$ cat config.mk
export PLATFORM = sky130hd
export DESIGN_NAME = edp_diag_reader
export DESIGN_NICKNAME = d
export VERILOG_FILES = /design/src/rtl/edp_diag_reader.sv
export SDC_FILE = /design/constraint.sdc
export NUM_CORES = 1
export LEC_CHECK = 0
export BUFFER_PORTS_ARGS = -buffer_cell sky130_fd_sc_hd__buf_2
export CORE_MARGIN = 1
export CORE_UTILIZATION = 44
export DETAILED_ROUTE_END_ITERATION = 12
export PLACE_DENSITY = 0.75
export SLEW_MARGIN = 10
export SYNTH_ARGS = -nofsm -noshare
export SYNTH_HDL_FRONTEND = slang
export SYNTH_SLANG_ARGS = --single-unit
$ cat constraint.sdc
create_clock -name clk_h -period 1.5 [get_ports clk_h]
set_input_delay 0.075 -clock clk_h [delete_from_list [all_inputs] [get_ports clk_h]]
set_output_delay 0.075 -clock clk_h [all_outputs]
set_load 0.02 [all_outputs]
$ cat src/rtl/edp_diag_reader.sv
// EBUS-side diagnostic read sequencer: drives the diag function select lines to the
// EDP slices, waits for the bus to settle, then double-samples the assembled word.
module edp_diag_reader #(
  parameter int WIDTH         = 36,
  parameter int SETTLE_CYCLES = 2
) (
  input  logic             clk_h,
  input  logic             reset_l,
  input  logic             req_h,
  input  logic [2:0]       func_h,
  input  logic             abort_h,
  input  logic [WIDTH-1:0] ebus_d_h,
  output logic             diag_04_a_h,
  output logic             diag_05_a_h,
  output logic             diag_06_a_h,
  output logic             diag_read_func_12x_h,
  output logic             busy_h,
  output logic [WIDTH-1:0] data_h,
  output logic             done_h,
  output logic             err_h
);

  localparam logic [3:0] SETTLE_INIT = 4'(SETTLE_CYCLES);

  typedef enum logic [1:0] {
    IDLE,
    SETTLE,
    SAMPLE1,
    SAMPLE2
  } state_t;

  state_t     state;
  logic [3:0] cnt;

  always_ff @(posedge clk_h) begin
    if (!reset_l) begin
      state                <= IDLE;
      cnt                  <= '0;
      diag_04_a_h          <= 1'b0;
      diag_05_a_h          <= 1'b0;
      diag_06_a_h          <= 1'b0;
      diag_read_func_12x_h <= 1'b0;
      busy_h               <= 1'b0;
      data_h               <= '0;
      done_h               <= 1'b0;
      err_h                <= 1'b0;
    end else begin
      done_h <= 1'b0;
      // Abort from any active state beats every transition, including completion.
      if (state != IDLE && abort_h) begin
        state                <= IDLE;
        diag_04_a_h          <= 1'b0;
        diag_05_a_h          <= 1'b0;
        diag_06_a_h          <= 1'b0;
        diag_read_func_12x_h <= 1'b0;
        busy_h               <= 1'b0;
      end else begin
        case (state)
          IDLE: begin
            if (req_h && !abort_h) begin
              {diag_04_a_h, diag_05_a_h, diag_06_a_h} <= func_h;
              diag_read_func_12x_h <= 1'b1;
              busy_h               <= 1'b1;
              cnt                  <= SETTLE_INIT;
              state                <= SETTLE;
            end
          end
          SETTLE: begin
            cnt <= cnt - 4'd1;
            if (cnt == 4'd1) state <= SAMPLE1;
          end
          SAMPLE1: begin
            data_h <= ebus_d_h;
            state  <= SAMPLE2;
          end
          SAMPLE2: begin
            err_h                <= (ebus_d_h != data_h);
            done_h               <= 1'b1;
            diag_04_a_h          <= 1'b0;
            diag_05_a_h          <= 1'b0;
            diag_06_a_h          <= 1'b0;
            diag_read_func_12x_h <= 1'b0;
            busy_h               <= 1'b0;
            state                <= IDLE;
          end
          default: state <= IDLE;
        endcase
      end
    end
  end

endmodule
# After elaboration in Yosys (flattened, before gate mapping)
# Cells that the tools add are included.
[word_totals]
out_inout_bits = 43
wordCells = 46
input_bits = 43
register_bits = 48
[op_classes]
mux = 14
bitwise_logic = 2
reduce_logical = 13
n_eq_ne = 7
addsub = 1
[op_table]
columns = ["op", "count"]
rows = [
  ["$ne 36x36->1", 1],
  ["$pmux 1 s2", 4],
  ["$pmux 2 s4", 1],
  ["$pmux 4 s2", 1],
  ["$reduce_and 2->1", 4],
  ["$reduce_bool 2->1", 3],
  ["$mux 1", 5],
  ["$eq 2x2->1 const B", 2],
  ["$eq 4x1->1 const B", 1],
  ["$mux 2", 2],
  ["$mux 4", 1],
  ["$ne 2x2->1 const B", 2],
  ["$sub 4x1->4 const B", 1],
  ["$reduce_and 3->1", 1],
  ["$eq 2x1->1 const B", 1],
  ["$logic_and 1x1->1", 2],
  ["$logic_not 2->1", 1],
  ["$not 1->1", 2],
  ["$reduce_or 2->1", 1],
  ["$logic_not 1->1", 1],
]

# Longest topological paths before layout
[depth]
depth_word = 4
mapped_depth = 8
mapped_depth_nobuf = 7

# Worst setup path after synthesis
# OpenSTA, ideal clock, no wires.
[synth_path]
path_kind = "reg-to-reg"
start = "register state[0]"
end = "register data_h[26]"
setup_time_ns = 0.070
t_arrival_ns = 1.398
stages_incl_launch_ff = 8
t_required_ns = 1.430
path_buffers = 1
period_less_slack_ns = 1.468
setup_slack_ns = 0.032
path_cell_list = "dfxtp_1 -> inv_1 -> ha_1 -> nand2b_4 -> nand2_1 -> buf_2 -> nand2_1 -> a21boi_1"
[synth_between]
elab_chain_len = 4
elab_cells_between_ends = 5
cone_classes = "eq/ne (1); bitwise (1); reduce/logical (3)"
[synth_lines]
columns = ["item", "line_no", "source"]
rows = [
  ["start, declared", "32", "state_t state;"],
  ["start signal, assigned", "37", "state <= IDLE;"],
  ["start signal, assigned", "51", "state <= IDLE;"],
  ["start signal, assigned", "65", "state <= SETTLE;"],
  ["$reduce_bool 2->1", "50", "if (state != IDLE && abort_h) begin"],
  ["$logic_and 1x1->1", "50", ""],
  ["$not 1->1 (no line)", "-", ""],
  ["$reduce_and 2->1 (no line) (*)", "-", ""],
  ["end signal, assigned", "73", "data_h <= ebus_d_h;"],
  ["end, declared", "18", "output logic [WIDTH-1:0] data_h,"],
]
# Every way passes the cells marked *; elsewhere a longest branch is shown, timed or not.
# A chain may end at the register's enable or synchronous reset.

# Worst setup path after layout
[layout_path]
start = "register state[1]"
end = "register cnt[0]"
[layout_between]
elab_chain_len = 4
elab_cells_between_ends = 9
cone_classes = "eq/ne (2); mux (1); bitwise (1); reduce/logical (5)"
[layout_lines]
columns = ["item", "line_no", "source"]
rows = [
  ["branches (longest 4 deep; another with $reduce_and 3->1)", "-", ""],
  ["end signal, assigned", "69", "cnt <= cnt - 4'd1;"],
  ["end, declared", "33", "logic [3:0] cnt;"],
]
# Several ways; the timed one is not identified.

==> impl_metrics.env <==
export IMPL_synth_simple_area_share_pct=21.9
export IMPL_yosys_top_cells_area="dfxtp_1 (41%), nand2_1 (12%), a21boi_1 (9.6%)"
export IMPL_cts_sinks=48
export IMPL_status="finished, final reports clean"
export IMPL_die_y_um=75.1
export IMPL_post_route_util_pct=61.1
export IMPL_drtIter0Drc=165
export IMPL_drcViolationCount=0
export IMPL_die_w_um=75.1
export IMPL_endpoint_kind="flip-flop"
export IMPL_ant_nets=0
export IMPL_layout_cells_non_filler=440
export IMPL_syn2layout_area_growth_pct=33.8
export IMPL_cts_root_buf="clkbuf_8"
export IMPL_seq_area_frac_synth_pct=40.9
export IMPL_synth_xor_xnor_area_share_pct=13.4
export IMPL_n_antenna_cell=0
export IMPL_grt_pass1_wl_mm=8.36
export IMPL_dp_hpwl_mm=3.90
export IMPL_cp_arrival_ns=1.62
export IMPL_fmax_mhz=707
export IMPL_synth_async_reset_ratio_pct=0
export IMPL_synth_compound_area_share_pct=14.8
export IMPL_synth_top_family_by_area="simple AND/OR/NAND/NOR gates"
export IMPL_ios=86
export IMPL_path_clk_slew_ns=0.09
export IMPL_cts_made_buffers=5
export IMPL_setup_slack_ns=0.0848
export IMPL_grt_overflow_total=0
export IMPL_synth_top_area_share_pct=40.9
export IMPL_final_setup_viol_count=0
export IMPL_worstSkewPairLatency_ns=0.30
export IMPL_max_stage_delay_ns=0.33
export IMPL_min_delay_start="ebus_d_h[20]"
export IMPL_grt_max_degree=42
export IMPL_relSlewSlack_pct=81.0
export IMPL_wire_per_inst_um=12.7
export IMPL_grt_pass1_vias=1867
export IMPL_core_mm2=0.00514
export IMPL_die_area_mm2=0.00563
export IMPL_via_per_inst=4.91
export IMPL_slowest_stage="dfxtp_1"
export IMPL_synth_area_per_cell_um2=8.57
export IMPL_hold_violations=0
export IMPL_clock_skew_ns=0.00761
export IMPL_yosys_area_share_adder_pct=3.20
export IMPL_power_density_mw_per_mm2=1320
export IMPL_period_share_pct=94.3
export IMPL_portBuffers=85
export IMPL_finalPower_mw=4.16
export IMPL_worstPathCellList="inv_2 > ha_4 > mux2i_1 > nor2_2 > buf_4 > nand3_1 > o21ai_0 > and2_1"
export IMPL_yosysTopAreaCell="dfxtp_1"
export IMPL_syn_nets=323
export IMPL_synth_area_mm2=0.00235
export IMPL_drive_gt1_share_pct=32.4
export IMPL_rsz0062_at_grt="true"
export IMPL_nets=418
export IMPL_worstSetupStartpoint="state[1]"
export IMPL_track_usage_pct=19.8
export IMPL_maxCapViolations=0
export IMPL_via_count=2159
export IMPL_synth_warning_count=0
export IMPL_grt_antenna_before_repair=1
export IMPL_synth_cell_types=31
export IMPL_yosys_top_cells_count="nand2_1 (75), dfxtp_1 (48), a21boi_1 (30)"
export IMPL_syn_inst=274
export IMPL_dp_worst_setup_slack_ns=-0.123
export IMPL_cp_required_ns=1.70
export IMPL_r2r_start="state[1]"
export IMPL_drv_slew=0
export IMPL_num_fill_cells=462
export IMPL_crit_path_max_fanout=5
export IMPL_hp_class="in -> reg"
export IMPL_cts_path_max_buffers=2
export IMPL_p_leak_nw=1.39
export IMPL_setup_tns_ns=0
export IMPL_vdd_ir_drop_max_mv=0.658
export IMPL_synthFlopType="dfxtp_1"
export IMPL_yosys_register_bits=48
export IMPL_cts_tree="built"
export IMPL_finalWirelength_mm=5.60
export IMPL_htreeDepth=2
export IMPL_synthMuxAreaShare_pct=1.44
export IMPL_synth_most_common_cell="nand2_1"
export IMPL_startpoint_type="flip-flop"
export IMPL_tightest_slew_ns=0.282
export IMPL_fin_crit_ns=1.42
export IMPL_initial_core_util_pct=45.7
export IMPL_drt_pass1_iter_count=4
export IMPL_gp_congestion=0.808
export IMPL_rows=26
export IMPL_place_inst=429
export IMPL_worst_setup_path_type="reg -> reg"
export IMPL_synth_edf_count=0
## final timing paths
kind                end  depth (start not counted)  slack, ns
max              cnt[0]                          8       0.08
min          data_h[20]                          3       0.01
max reg2reg      cnt[0]                          8       0.08
min reg2reg  data_h[21]                          2       0.47
## worst max-delay path, delay by kind of cell (launching register included)
family	cells	cell delay, ns
muxes	1	0.21
AOI/OAI and AO/OA	1	0.07
buffers and inverters	2	0.25
adders and majority gates	1	0.16
DFF	1	0.33
and+or+nand+nor	3	0.31
## layer usage
layer	up-vias	part of all wire (%)	track usage (%)
met5	-	0	0
met4	0	0.79	6.29
met3	5	8.4	7.23
met2	60	48	32.4
met1	1003	43	24.3
li1	1091	-	-
## placed cells by master (no fill, tap or decap), types with 5 or more instances in the layout
master / count
dfxtp_1: 47
nand2_1: 75
nand4_1: 5
a21oi_1: 5
buf_4: 9
a21boi_1: 31
xor2_1: 17
buf_2: 85
clkbuf_8: 5
a21boi_0: 6
xnor2_1: 19
nor2_1: 9
## area by class of cell
class | instances | area (um2) | area share, %
Clock buffer | 5 | 68.8 | 2.19
Clock inverter | 3 | 68.8 | 2.19
Inverter | 5 | 18.8 | 0.597
Multi-Input combinational cell | 209 | 1340 | 42.6
Sequential cell | 48 | 962 | 30.6
Tap cell | 70 | 87.6 | 2.79
Timing Repair Buffer | 100 | 599 | 19.1
## kinds of logic (layout without fill, tap and decap cells)
group           after synthesis  in the layout
fa+ha+maj                     6              6
compound gates               49             49
mux                           3              3
simple gates                115            115
buf+inv                      17            113
flops                        48             48
xor+xnor                     36             36
## through the flow
step / hold slack (ns) / area [um2]
floorplan: 0.210 / 2350
global placement: 0.333 / 2910
detailed placement: 0.338 / 2910
CTS: 0.00491 / 3060
global route: 0.00180 / 3140
finish: 0.0120 / 3140
## registers in the layout (all words and copies together) (netlist names)
register / count
diag_06_a_h: 1
diag_05_a_h: 1
cnt: 4
diag_04_a_h: 1
err_h: 1
done_h: 1
data_h: 36
state: 2
busy_h: 1
## power breakdown
part / switching, mW / total (mW) / internal, mW
clock network: 0.450 / 1.12 / 0.671
logic: 0.809 / 1.49 / 0.680
registers: 0.121 / 1.55 / 1.43
## timing repair
item / in CTS / in global routing
cloned: 0 / 1
endpoints found under the hold margin: 0 / 1
hold buffers: 0 / 1
pin swaps: 3 / 1
resized for setup: 2 / 13
buffers inserted: 1 / 0
setup endpoints to repair: 2 / 46
Power figures use the tool's default switching activity.
